[src/rtl/kmkz_barrel_shifter.sv]
// kmkz_barrel_shifter
// Two-stage pipelined barrel shifter for the Kamikaze execute/writeback path.
// Stage 1 resolves the top S1_BITS shamt bits and registers the partial result.
// Stage 2 resolves the remaining low shamt bits combinationally into writeback.
//
// Ports:
//   clk_i      clock, all state on rising edge
//   rst_i      synchronous active-high reset
//   x_stall_i  execute stall, holds the stage-2 registers
//   x_kill_i   flush, invalidates the op being captured this edge
//   d_valid_i  operand valid
//   d_rs1_i    operand (XLEN)
//   d_shamt_i  shift amount (SHW)
//   d_op_i     000 SLL, 001 SRL, 010 SRA, 011 ROL, 100 ROR, others reserved
//   d_word_i   RV64 32-bit word op (ignored when XLEN=32)
//   d_tag_i    destination tag
//   w_valid_o  result valid
//   w_rd_o     result (XLEN)
//   w_tag_o    tag of result
module kmkz_barrel_shifter #(
  parameter int XLEN    = 32,
  parameter int SHW     = $clog2(XLEN),
  parameter int S1_BITS = 2,
  parameter int TAGW    = 5
) (
  input  logic            clk_i,
  input  logic            rst_i,
  input  logic            x_stall_i,
  input  logic            x_kill_i,
  input  logic            d_valid_i,
  input  logic [XLEN-1:0] d_rs1_i,
  input  logic [SHW-1:0]  d_shamt_i,
  input  logic [2:0]      d_op_i,
  input  logic            d_word_i,
  input  logic [TAGW-1:0] d_tag_i,
  output logic            w_valid_o,
  output logic [XLEN-1:0] w_rd_o,
  output logic [TAGW-1:0] w_tag_o
);

  localparam int S2_BITS = SHW - S1_BITS;
  localparam bit WORD_EN = (XLEN == 64);

  localparam logic [2:0] OP_SLL = 3'b000;
  localparam logic [2:0] OP_SRL = 3'b001;
  localparam logic [2:0] OP_SRA = 3'b010;
  localparam logic [2:0] OP_ROL = 3'b011;
  localparam logic [2:0] OP_ROR = 3'b100;

  // Bit reversal within the effective width; in word mode the upper half is zeroed.
  function automatic logic [XLEN-1:0] rev_w(input logic [XLEN-1:0] v, input logic word);
    logic [XLEN-1:0] r;
    r = '0;
    if (word) begin
      for (int i = 0; i < 32; i++) r[i] = v[31-i];
    end else begin
      for (int i = 0; i < XLEN; i++) r[i] = v[XLEN-1-i];
    end
    return r;
  endfunction

  // One right-shift step by a constant k. The vacated top k bits come either from
  // the wrapped-out low bits (rotate) or from the fill bit. In word mode only the
  // low 32 bits take part, so bits [63:32] can never rotate into the result.
  function automatic logic [XLEN-1:0] rstep(input logic [XLEN-1:0] v, input int k,
                                            input logic rot, input logic fill,
                                            input logic word);
    logic [XLEN-1:0] fv;
    logic [XLEN-1:0] r;
    logic [31:0]     lo;
    logic [31:0]     f32;
    fv  = rot ? v : {XLEN{fill}};
    lo  = v[31:0];
    f32 = rot ? lo : {32{fill}};
    r   = '0;
    if (word) r[31:0] = (lo >> k) | (f32 << (32 - k));
    else      r = (v >> k) | (fv << (XLEN - k));
    return r;
  endfunction

  // Stage 1 (combinational, from inputs)
  logic               word_eff;
  logic               s1_rot;
  logic               s1_left;
  logic               s1_fill;
  logic [SHW-1:0]     s1_amt;
  logic [XLEN-1:0]    s1_v;

  // Left ops are folded into the right-shift core by reversing the operand here;
  // the register holds the reversed partial result and stage 2 reverses it back.
  always_comb begin
    word_eff = WORD_EN & d_word_i;
    s1_rot   = (d_op_i == OP_ROL) || (d_op_i == OP_ROR);
    s1_left  = (d_op_i == OP_SLL) || (d_op_i == OP_ROL);
    s1_fill  = (d_op_i == OP_SRA) & (word_eff ? d_rs1_i[31] : d_rs1_i[XLEN-1]);
    s1_amt   = d_shamt_i;
    for (int b = 5; b < SHW; b++) begin
      if (word_eff) s1_amt[b] = 1'b0;
    end
    s1_v = '0;
    if (word_eff) s1_v[31:0] = d_rs1_i[31:0];
    else          s1_v = d_rs1_i;
    if (s1_left) s1_v = rev_w(s1_v, word_eff);
    for (int b = S2_BITS; b < SHW; b++) begin
      if (s1_amt[b]) s1_v = rstep(s1_v, 1 << b, s1_rot, s1_fill, word_eff);
    end
  end

  // Stage 2 register set
  logic               s2_valid;
  logic [XLEN-1:0]    s2_data;
  logic [TAGW-1:0]    s2_tag;
  logic [2:0]         s2_op;
  logic               s2_word;
  logic               s2_fill;
  logic [S2_BITS-1:0] s2_amt;

  // Kill clears valid even while stalled; reset beats both.
  always_ff @(posedge clk_i) begin
    if (rst_i) begin
      s2_valid <= 1'b0;
      s2_data  <= '0;
      s2_tag   <= '0;
      s2_op    <= OP_SLL;
      s2_word  <= 1'b0;
      s2_fill  <= 1'b0;
      s2_amt   <= '0;
    end else if (!x_stall_i) begin
      s2_valid <= d_valid_i & ~x_kill_i;
      if (d_valid_i) begin
        s2_data <= s1_v;
        s2_tag  <= d_tag_i;
        s2_op   <= d_op_i;
        s2_word <= word_eff;
        s2_fill <= s1_fill;
        s2_amt  <= s1_amt[S2_BITS-1:0];
      end
    end else if (x_kill_i) begin
      s2_valid <= 1'b0;
    end
  end

  // Stage 2 (combinational into writeback)
  logic            s2_rot;
  logic            s2_left;
  logic [XLEN-1:0] s2_v;

  always_comb begin
    s2_rot  = (s2_op == OP_ROL) || (s2_op == OP_ROR);
    s2_left = (s2_op == OP_SLL) || (s2_op == OP_ROL);
    s2_v    = s2_data;
    for (int b = 0; b < S2_BITS; b++) begin
      if (s2_amt[b]) s2_v = rstep(s2_v, 1 << b, s2_rot, s2_fill, s2_word);
    end
    if (s2_left) s2_v = rev_w(s2_v, s2_word);
    // RV64 *W results are sign-extended from bit 31 for every op
    if (s2_word) begin
      for (int i = 32; i < XLEN; i++) s2_v[i] = s2_v[31];
    end
    if (s2_op > OP_ROR) s2_v = '0;
  end

  assign w_valid_o = s2_valid;
  assign w_rd_o    = s2_v;
  assign w_tag_o   = s2_tag;

endmodule

[config.mk]
export PLATFORM = sky130hd
export DESIGN_NAME = kmkz_barrel_shifter
export DESIGN_NICKNAME = d
export VERILOG_FILES = /design/src/rtl/kmkz_barrel_shifter.sv
export SDC_FILE = /design/constraint.sdc
export NUM_CORES = 1
export LEC_CHECK = 0
export BUFFER_PORTS_ARGS = -buffer_cell sky130_fd_sc_hd__buf_2
export CORE_MARGIN = 2
export CORE_UTILIZATION = 50
export CTS_BUF_LIST = sky130_fd_sc_hd__clkbuf_4 sky130_fd_sc_hd__clkbuf_8
export DETAILED_ROUTE_END_ITERATION = 8
export PLACE_DENSITY = 0.77
export SLEW_MARGIN = 15
export SYNTH_ARGS = -nofsm -noshare
export SYNTH_HDL_FRONTEND = slang
export SYNTH_SLANG_ARGS = --single-unit
[constraint.sdc]
create_clock -name clk_i -period 1.8 [get_ports clk_i]
set_clock_uncertainty 0.05 [all_clocks]
set_input_delay 0.18 -clock clk_i [delete_from_list [all_inputs] [get_ports clk_i]]
set_output_delay 0.18 -clock clk_i [all_outputs]
set_load 0.05 [all_outputs]
==> key figures, run 1 <==
Setup path
  • Crit path launch type: flop
  • Critical path type: reg -> out
  • CP max FO: 5
  • Worst reg2reg startpoint: s2_data[10]
  • Crit path from: s2_op[0]
  • CP Capture Type: output pin
  • Critical path arrival: 2.22 ns
  • Worst Reg-to-Reg Cells: 3
  • CP Data Required Time: 1.57 ns

Power and ir drop
  • Power per Cell Area: 579 nW/µm²
  • Cell leakage power: 2.49 nW
  • Total power: 0.00404 W
  • Peak supply drop: 0.394 mV

STA
  • Fmax: 0.408 GHz
  • Crit path time final: 2.45 ns
  • Setup violations, final: 32
  • Max_slew headroom: 0.709
  • Final Hold Slack: -0.00657 ns
  • Worst slew pin tran: 0.436 ns
  • Hold Fails Final Rpt: 1
  • Crit share post-route: 1.36
  • Worst setup margin: -0.653 ns
  • Final Max Slew Viols: 0
  • TNS Setup: -16.26 ns
  • RSZ-0062 raised after global routing: true

Clock tree
  • Max clock buf depth: 2
  • H-tree depth: 2
  • Register clock-pin slew on the reported worst setup and hold paths: 0.08 ns
  • Clock latency on the worst-skew pair: 0.29 ns
  • CTS tree: done
  • Root buf cell: clkbuf_8
  • Number of buffers created by CTS: 5
  • CTS Sinks: 45

Yosys
  • Avg Cell Area, Syn: 9.09 µm²
  • Cell area after synthesis: 4260 µm²
  • Yosys cell types: 54
  • Top cells by area, synth: mux4_2, dfxtp_1, mux2i_1, o22ai_1, nand2_1
  • Syn_nets: 520
  • Sequential fraction of the synthesis area: 0.211
  • Post-synth top area share: 0.238
  • Most numerous cell in the Yosys netlist: nand2_1
  • Gate count of the mapped netlist: 469
  • YS warnings: 0
  • Leading area contributor after synthesis: mux4_2
  • Top cells by count, synth: nand2_1, nor2_1, dfxtp_1, mux4_2, mux2i_1
  • Number of synthesized flops with an enable pin: 0
  • Yosys reg bits: 45
  • Ys flop type: dfxtp_1
  • Synth async-reset ratio: 0

Routing
  • Vias/cell: 6.66
  • First-pass iteration count of the detailed router: 5
  • Antenna-violating nets left: 0
  • Residual DRC count: 0
  • Total Wirelength: 16.3 mm
  • Routed WL per cell: 22.2 µm
  • Initial DRC Count: 331
  • Vias: 4877

Run
  • Max-Cap Viols: 0

Cells and area
  • Multi-input gate area: 4180 µm²
  • Layout Nets: 677
  • Synth-to-Final Area Change: 63.6%
  • Final Util: 0.845
  • Proportion of layout cells with a drive suffix above 1: 0.595
  • Ant diodes: 0
  • Final instance count without filler cells: 732
  • Filler cells: 437
  • Sequential Area: 918 µm²

Global route
  • First-pass GRT wire length: 22.7 mm
  • Largest net degree at the start of global routing: 30
  • Grt total ovfl: 0
  • Total track usage: 0.319
  • Initial antenna violation count: 0
  • Vias in the first global route: 4482

Floorplanning
  • Die Height: 96.4 µm
  • Die X: 96.4 µm
  • I/O pin count: 89
  • Starting Density: 0.516
  • Rows: 33
  • Die Area: 9280 µm²
  • Core area: 8260 µm²

Place
  • Inst Count DP: 707
  • Final HPWL DP: 10.6 mm
  • PortBufs: 87
  • Pre-CTS setup slack: -0.380 ns
  • Final Wtd Congestion: 0.880

Worst hold path
  • Hold path cells: 2
  • HP Class: in -> reg
  • HP Start: x_kill_i

Run status
  • Failing checks: negative hold slack, negative setup slack
  • Outcome: complete, but fails checks
==> critical path, stage by stage, from the launching register on <==
cell,delay (ns)
dfxtp_4,0.37
buf_6,0.12
nor3b_4,0.24
buf_4,0.19
nor2_4,0.06
o211ai_1,0.29
nand3_1,0.18
a32o_2,0.32
buf_6,0.15
==> worst paths after layout <==
| kind | slack (ns) | end |
|---|---|---|
| worst max-delay path | -0.65 | w_rd_o[31] |
| worst min-delay path | -0.007 | w_valid_o |
| worst max register to register | 0.66 | s2_data[10] |
| worst min register to register | 0.41 | w_tag_o[4] |
==> cells in the final DEF (no fill, tap or decap), types with 3 or more instances in the layout <==
cell type   n
a2111oi_0   4
a211oi_1    3
a21boi_1    8
a21oi_1    21
a21oi_2     3
a21oi_4     5
a221o_1     7
a32oi_1     7
buf_12     10
buf_2      55
buf_4      82
buf_6      40
buf_8       5
clkbuf_8    5
dfxtp_1    39
dfxtp_4     4
inv_1       3
mux2_2      9
mux2_4      5
mux2i_1     6
mux2i_2     6
mux2i_4    25
mux4_2     45
nand2_1    50
nand2b_1    4
nor2_1     43
nor2_2      3
nor2_4      3
nor2b_1     3
nor3_1     10
o21ai_0    11
o21ai_1     9
o22ai_1     9
o22ai_4    23
o2bb2ai_4   5
==> sequential cells by signal, indices dropped and copies added, names as in the netlist <==
register,cells
s2_amt,3
s2_data,32
s2_fill,1
s2_op,3
w_tag_o,5
w_valid_o,1
==> layer usage <==
layer | up-vias | share of wire | GRT usage
li1 | 2162 | - | -
met4 | 0 | 0.040 | 0.0998
met2 | 267 | 0.52 | 0.571
met1 | 2399 | 0.39 | 0.408
met3 | 49 | 0.058 | 0.0266
met5 | - | 0 | 0
==> report_power, final <==
group / switching [W] / leakage (nW) / internal, W
logic: 0.00125 / 2.07 / 0.00103
registers: 0.0000864 / 0.373 / 0.00105
clock network: 0.000341 / 0.0484 / 0.000285
==> cell type report <==
class,instances,area share
clock buffer,6,0.0109
timing repair buffer,193,0.235
sequential,45,0.132
tap,105,0.0188
multi-input combinational,376,0.599
inverter,5,0.00269
clock inverter,2,0.00143
==> repair_timing <==
action                                  in CTS  in global routing
hold buffers                                 0                  0
gates resized for setup                     76                 83
pin swaps                                   22                  8
endpoints found under the setup margin      32                 32
cloned                                       1                  1
buffers inserted                            13                  5
==> cell families (layout without fill, tap and decap cells) <==
| kind of cell | after synthesis | in the layout | share of synthesized area |
|---|---|---|---|
| multiplexers | 96 | 96 | 0.362 |
| flip-flops | 45 | 45 | 0.211 |
| XOR/XNOR | 1 | 1 | 0.00382 |
| AND/OR/NAND/NOR | 141 | 141 | 0.152 |
| AO/OA/AOI/OAI | 138 | 138 | 0.217 |
| buffers and inverters | 48 | 206 | 0.0543 |
==> stage by stage <==
step / hold slack, ns / area, µm²
after floorplan: 0.209 / 5240
after global placement: 0.296 / 6210
after detailed placement: 0.311 / 6210
after CTS: 0.000199 / 6690
after global routing: 0.00987 / 6980
final: -0.00657 / 6980
(Power assumes the default switching activity.)
==> run 2, diff against run 1 <==
--- a/config.mk
+++ b/config.mk
@@ -7,10 +7,9 @@
 export LEC_CHECK = 0
 export BUFFER_PORTS_ARGS = -buffer_cell sky130_fd_sc_hd__buf_2
 export CORE_MARGIN = 2
-export CORE_UTILIZATION = 50
+export CORE_UTILIZATION = 30
 export CTS_BUF_LIST = sky130_fd_sc_hd__clkbuf_4 sky130_fd_sc_hd__clkbuf_8
 export DETAILED_ROUTE_END_ITERATION = 8
-export PLACE_DENSITY = 0.77
 export SLEW_MARGIN = 15
 export SYNTH_ARGS = -nofsm -noshare
 export SYNTH_HDL_FRONTEND = slang
==> run 2 against run 1 <==
Effect of this change: the run ends with negative setup slack left; critical path depth decreased by 2; via count decreased by 8.1%; design area decreased by 3.8%; non-clock buffer count decreased by 6; routed wire length decreased by 11%; worst hold slack improved by 0.065 ns; sequential cell count unchanged; combinational power decreased by 8.8%; critical path type unchanged; critical endpoint is now w_rd_o[25]; largest cell class unchanged.
==> key figures, run 2 (synthesized netlist as in run 1, its figures left out) <==
STA
  • Setup violations, final: 32 (unchanged)
  • Max_slew headroom: 0.712 (was 0.709)
  • Fmax: 0.416 GHz (was 0.408 GHz)
  • Final Max Slew Viols: 0 (unchanged)
  • Worst setup margin: -0.605 ns (was -0.653 ns)
  • Hold Fails Final Rpt: 0 (was 1)
  • RSZ-0062 raised after global routing: true (unchanged)
  • Final Hold Slack: 0.0580 ns (was -0.00657 ns)
  • Crit share post-route: 1.34 (was 1.36)
  • Worst slew pin tran: 0.433 ns (was 0.436 ns)
  • Crit path time final: 2.40 ns (was 2.45 ns)

Clock tree
  • Register clock-pin slew on the reported worst setup and hold paths: 0.08 ns (about the same)
  • Root buf cell: clkbuf_8 (unchanged)
  • Max clock buf depth: 2 (unchanged)
  • Number of buffers created by CTS: 5 (unchanged)
  • H-tree depth: 2 (unchanged)
  • CTS tree: done (unchanged)
  • CTS Sinks: 45 (unchanged)
  • Clock latency on the worst-skew pair: 0.30 ns (was 0.29 ns)

Floorplanning
  • Core area: 13900 µm² (was 8260 µm²)
  • Die Area: 15200 µm² (was 9280 µm²)
  • Die Height: 123 µm (was 96.4 µm)
  • Rows: 43 (was 33)
  • Starting Density: 0.307 (was 0.516)
  • Die X: 123 µm (was 96.4 µm)
  • I/O pin count: 89 (unchanged)

Power and ir drop
  • Peak supply drop: 0.268 mV (was 0.394 mV)
  • Power per Cell Area: 570 nW/µm² (was 579 nW/µm²)
  • Net Sw Frac: 0.412 (was 0.415)
  • Switch Pwr: 0.00158 W (was 0.00168 W)
  • Cell leakage power: 2.40 nW (was 2.49 nW)
  • Combinational Power Share: 0.543 (was 0.563)
  • Total power: 0.00382 W (was 0.00404 W)
  • Sequential Power Share: 0.295 (was 0.282)
  • Clock share of power: 0.162 (was 0.155)
  • P_int: 0.00225 W (was 0.00236 W)

Cells and area
  • Ant diodes: 0 (unchanged)
  • Synth-to-Final Area Change: 57.4% (was 63.6%)
  • Most frequent cells in the layout: buf_4, buf_2, nand2_1 (unchanged)
  • Filler cells: 1294 (was 437)
  • Proportion of layout cells with a drive suffix above 1: 0.572 (was 0.595)
  • Final Util: 0.483 (was 0.845)
  • Commonest non-fill, non-tap cell in the layout: buf_4 (unchanged)
  • Max reg flops: 32 (unchanged)
  • Largest Register: s2_data (unchanged)
  • Layout Nets: 671 (was 677)

Place
  • Final HPWL DP: 11.9 mm (was 10.6 mm)
  • Pre-CTS setup slack: -0.386 ns (was -0.380 ns)
  • Final Wtd Congestion: 0.878 (was 0.880)
  • PortBufs: 87 (unchanged)

Setup path
  • Critical path arrival: 2.17 ns (was 2.22 ns)
  • Crit path from: s2_amt[0] (was s2_op[0])
  • CP Capture Type: output pin (unchanged)
  • CP Data Required Time: 1.57 ns (about the same)
  • CP max FO: 6 (was 5)
  • Critical path type: reg -> out (unchanged)
  • Crit path launch type: flop (unchanged)
  • Worst reg2reg startpoint: s2_data[13] (was s2_data[10])

Routing
  • Total Wirelength: 14.5 mm (was 16.3 mm)
  • Vias: 4483 (was 4877)
  • Residual DRC count: 0 (unchanged)
  • Vias/cell: 5.60 (was 6.66)
  • Initial DRC Count: 230 (was 331)
  • Antenna-violating nets left: 0 (unchanged)
  • First-pass iteration count of the detailed router: 7 (was 5)
  • Routed WL per cell: 18.1 µm (was 22.2 µm)

Run status
  • Outcome: complete, but fails checks (unchanged)
  • Failing checks: negative setup slack (was negative hold slack, negative setup slack)

Worst hold path
  • HP Class: in -> reg (unchanged)
  • HP Start: d_shamt_i[2] (was x_kill_i)

Global route
  • Initial antenna violation count: 0 (unchanged)
  • Largest net degree at the start of global routing: 30 (unchanged)
  • Total track usage: 0.193 (was 0.319)
  • Vias in the first global route: 4410 (was 4482)
  • Grt total ovfl: 0 (unchanged)
  • First-pass GRT wire length: 23.2 mm (was 22.7 mm)

Run
  • Max-Cap Viols: 0 (unchanged)
[run 2: changes by cell type in the layout (fill, tap and decap cells not counted), moves of 3 or more]
cell / delta
buf_4: +3
a21oi_4: -3
mux2i_4: -4
mux2i_1: +5
buf_2: +22
buf_8: -4
buf_6: -27
[run 2: what timing repair did]
action                                  in CTS  in global routing
hold buffers                                 1                  0
gates resized for setup                     48                 11
endpoints found under the hold margin        1                  0
endpoints found under the setup margin      32                 32
buffers inserted                             6                  4
pin swaps                                    3                  3
[run 2: worst paths after layout]
kind / end / slack [ns] / cells after the start
max: w_rd_o[25] / -0.60 / 6
min: s2_amt[2] / 0.06 / 3
max reg2reg: s2_data[13] / 0.73 / 3
min reg2reg: w_tag_o[0] / 0.41 / 2
[run 2: worst max-delay path, stage by stage, from the launching register on]
cell and delay (ns):
dfxtp_4 0.40, mux4_2 0.54, or2_4 0.26, o41ai_4 0.06, nor2_1 0.07, or3_4 0.39, buf_6 0.16
[run 2: power by group through the flow]
stage	Combinational [W]	Sequential, W	Clock (W)
6_report	0.00208	0.00113	0.000621
5_1_grt	0.00220	0.00114	0.000667
4_1_cts	0.00207	0.00113	0.000633
3_5_place_dp	0.00198	0.00115	0
3_3_place_gp	0.00195	0.00115	0
2_1_floorplan	0.00147	0.00114	0
[run 2: layout make-up]
cell class / instances / area, µm² / area share
Sequential cell: 45 / 916 / 0.136
Tap cell: 180 / 225 / 0.0336
Multi-Input combinational cell: 376 / 4070 / 0.606
Timing Repair Buffer: 187 / 1400 / 0.208
Inverter: 5 / 18.8 / 0.00280
Clock buffer: 6 / 76.3 / 0.0114
Clock inverter: 2 / 10.0 / 0.00149
[run 2: through the flow]
step | instance area, µm² | TNS (ns) | std cells
floorplan | 5240 | -2.63 | 469
global placement | 6310 | -10.59 | 782
detailed placement | 6310 | -12.30 | 782
CTS | 6630 | -17.03 | 797
global route | 6710 | -19.66 | 801
finish | 6710 | -16.91 | 801
[run 2: routing by layer]
metal | vias up | GRT usage | share of wire
li1 | 2141 | - | -
met1 | 2172 | 0.271 | 0.45
met2 | 159 | 0.324 | 0.49
met3 | 11 | 0.0148 | 0.049
met4 | 0 | 0.0426 | 0.013
met5 | - | 0 | 0
==> run 3, diff against run 2 <==
==> constraint.sdc (replaced) <==
create_clock -name clk_i -period 2.29 [get_ports clk_i]
set_clock_uncertainty 0.05 [all_clocks]
set_input_delay 0.229 -clock clk_i [delete_from_list [all_inputs] [get_ports clk_i]]
set_output_delay 0.229 -clock clk_i [all_outputs]
set_load 0.05 [all_outputs]
==> run 3 against run 2 <==
Effect of this change: the run still ends with negative setup slack left; via count fell by 5.6%; sequential share of layout area increased by 1.7 points; sequential power decreased by 21%; clock-buffer cell count decreased by 1; power down 27%; routed wire length shrank 5.4%; core utilization shrank 5.9 points; global-route usage fell by 1.1 points; critical path type unchanged; largest cell class unchanged; largest power group unchanged; highest routed layer unchanged.
==> key figures, run 3 (synthesized netlist as in run 1, its figures left out) <==
Cells and area
  • Most frequent cells in the layout: buf_2, buf_4, nand2_1 (was buf_4, buf_2, nand2_1)
  • Layout Nets: 623 (was 671)
  • Largest Register: s2_data (unchanged)
  • Max reg flops: 32 (unchanged)
  • Sequential Area: 906 µm² (was 916 µm²)
  • Proportion of layout cells with a drive suffix above 1: 0.504 (was 0.572)
  • Post-route cell area: 5880 µm² (was 6710 µm²)
  • Filler cells: 1378 (was 1294)
  • Commonest non-fill, non-tap cell in the layout: buf_2 (was buf_4)
  • Ant diodes: 0 (unchanged)
  • Synth-to-Final Area Change: 38.0% (was 57.4%)
  • Multi-input gate area: 3660 µm² (was 4070 µm²)
  • Final instance count without filler cells: 753 (was 801)

Routing
  • Vias/cell: 5.62 (was 5.60)
  • Residual DRC count: 0 (unchanged)
  • Initial DRC Count: 268 (was 230)
  • Vias: 4234 (was 4483)
  • Routed WL per cell: 18.2 µm (was 18.1 µm)
  • Antenna-violating nets left: 0 (unchanged)
  • Total Wirelength: 13.7 mm (was 14.5 mm)
  • First-pass iteration count of the detailed router: 5 (was 7)

Power and ir drop
  • Cell leakage power: 2.10 nW (was 2.40 nW)
  • Power per Cell Area: 472 nW/µm² (was 570 nW/µm²)
  • Peak supply drop: 0.253 mV (was 0.268 mV)
  • Total power: 0.00278 W (was 0.00382 W)

Clock tree
  • H-tree depth: 2 (unchanged)
  • Clock latency on the worst-skew pair: 0.30 ns (about the same)
  • CTS Sinks: 45 (unchanged)
  • Register clock-pin slew on the reported worst setup and hold paths: 0.10 ns (was 0.08 ns)
  • Max clock buf depth: 2 (unchanged)
  • Number of buffers created by CTS: 5 (unchanged)
  • CTS tree: done (unchanged)
  • Root buf cell: clkbuf_8 (unchanged)

Worst hold path
  • HP Class: in -> reg (unchanged)

Global route
  • Initial antenna violation count: 0 (unchanged)
  • Vias in the first global route: 4026 (was 4410)
  • Largest net degree at the start of global routing: 32 (was 30)
  • Total track usage: 0.182 (was 0.193)
  • Grt total ovfl: 0 (unchanged)
  • First-pass GRT wire length: 21.8 mm (was 23.2 mm)

Floorplanning
  • Core area: 13900 µm² (unchanged)
  • Starting Density: 0.307 (unchanged)
  • Rows: 43 (unchanged)
  • Die Height: 123 µm (unchanged)
  • Die X: 123 µm (unchanged)
  • Die Area: 15200 µm² (unchanged)
  • I/O pin count: 89 (unchanged)

Run status
  • Failing checks: negative setup slack (unchanged)
  • Outcome: complete, but fails checks (unchanged)

Setup path
  • Crit path launch type: flop (unchanged)
  • CP Capture Type: output pin (unchanged)
  • CP Data Required Time: 2.01 ns (was 1.57 ns)
  • CP max FO: 3 (was 6)
  • Critical path type: reg -> out (unchanged)
  • FF-to-FF setup slack: 1.16 ns (was 0.73 ns)
  • Critical path arrival: 2.19 ns (was 2.17 ns)

Run
  • Max-Cap Viols: 0 (unchanged)

STA
  • RSZ-0062 raised after global routing: true (unchanged)
  • Hold Fails Final Rpt: 0 (unchanged)
  • Worst setup margin: -0.180 ns (was -0.605 ns)
  • Worst slew pin tran: 0.598 ns (was 0.433 ns)
  • Crit share post-route: 1.08
  • Fmax: 0.405 GHz
  • Setup violations, final: 31 (was 32)
  • Final Max Slew Viols: 0 (unchanged)
  • Max_slew headroom: 0.600 (was 0.712)
  • Crit path time final: 2.47 ns
  • TNS Setup: -2.73 ns (was -16.91 ns)

Place
  • Final Wtd Congestion: 0.866 (was 0.878)
  • PortBufs: 87 (unchanged)
  • Cell Area, Placed: 5300 µm² (was 6310 µm²)
  • Final HPWL DP: 10.7 mm (was 11.9 mm)
  • Inst Count DP: 743 (was 782)
run 3: metrics by stage:
stage | hold WS, ns | setup slack (ns) | utilization
3_5_place_dp | 0.356 | -0.0235 | 0.382
6_report | 0.0466 | -0.180 | 0.424
3_3_place_gp | 0.344 | -0.00230 | 0.382
2_1_floorplan | 0.258 | -0.215 | -
5_1_grt | 0.0433 | -0.257 | 0.424
4_1_cts | 0.0372 | -0.231 | 0.411
run 3: worst paths after layout:
kind	from	end	depth (start not counted)
max	s2_amt[0]	w_rd_o[25]	7
min	x_kill_i	w_valid_o	2
max reg2reg	s2_data[10]	s2_data[10]	3
min reg2reg	w_tag_o[0]	w_tag_o[0]	2
run 3: routing by layer:
layer / GRT usage / up-vias / wire (µm)
met5: 0 / - / 0
met3: 0.0129 / 4 / 545
met1: 0.275 / 2071 / 6780
li1: - / 2048 / -
met2: 0.283 / 111 / 6290
met4: 0.0419 / 0 / 108
run 3: repair_timing:
action / 4_1_cts / 5_1_grt
endpoints found under the setup margin: 32 / 32
pin swaps: 3 / 4
gates resized for setup: 73 / 36
setup buffers: 2 / 0
hold buffers: 0 / 0
run 3: final cells by class:
| cell class | instances | share of cell area |
|---|---|---|
| inverters | 5 | 0.00319 |
| flip-flops and latches | 45 | 0.154 |
| well taps | 180 | 0.0383 |
| clock buffers | 5 | 0.0117 |
| multi-input cells | 376 | 0.622 |
| repair buffers | 139 | 0.167 |
| clock inverters | 3 | 0.00425 |
run 3: critical path, stage by stage (launching register included):
cell and delay (ns):
dfxtp_2 0.36, mux4_2 0.51, or2_4 0.25, o41ai_2 0.05
buf_4 0.17, a211oi_2 0.03, or3_1 0.36, buf_6 0.16
run 3: power breakdown:
part           internal, W  switching, W
Combinational     0.000573      0.000802
Clock             0.000221      0.000290
Sequential        0.000830     0.0000601
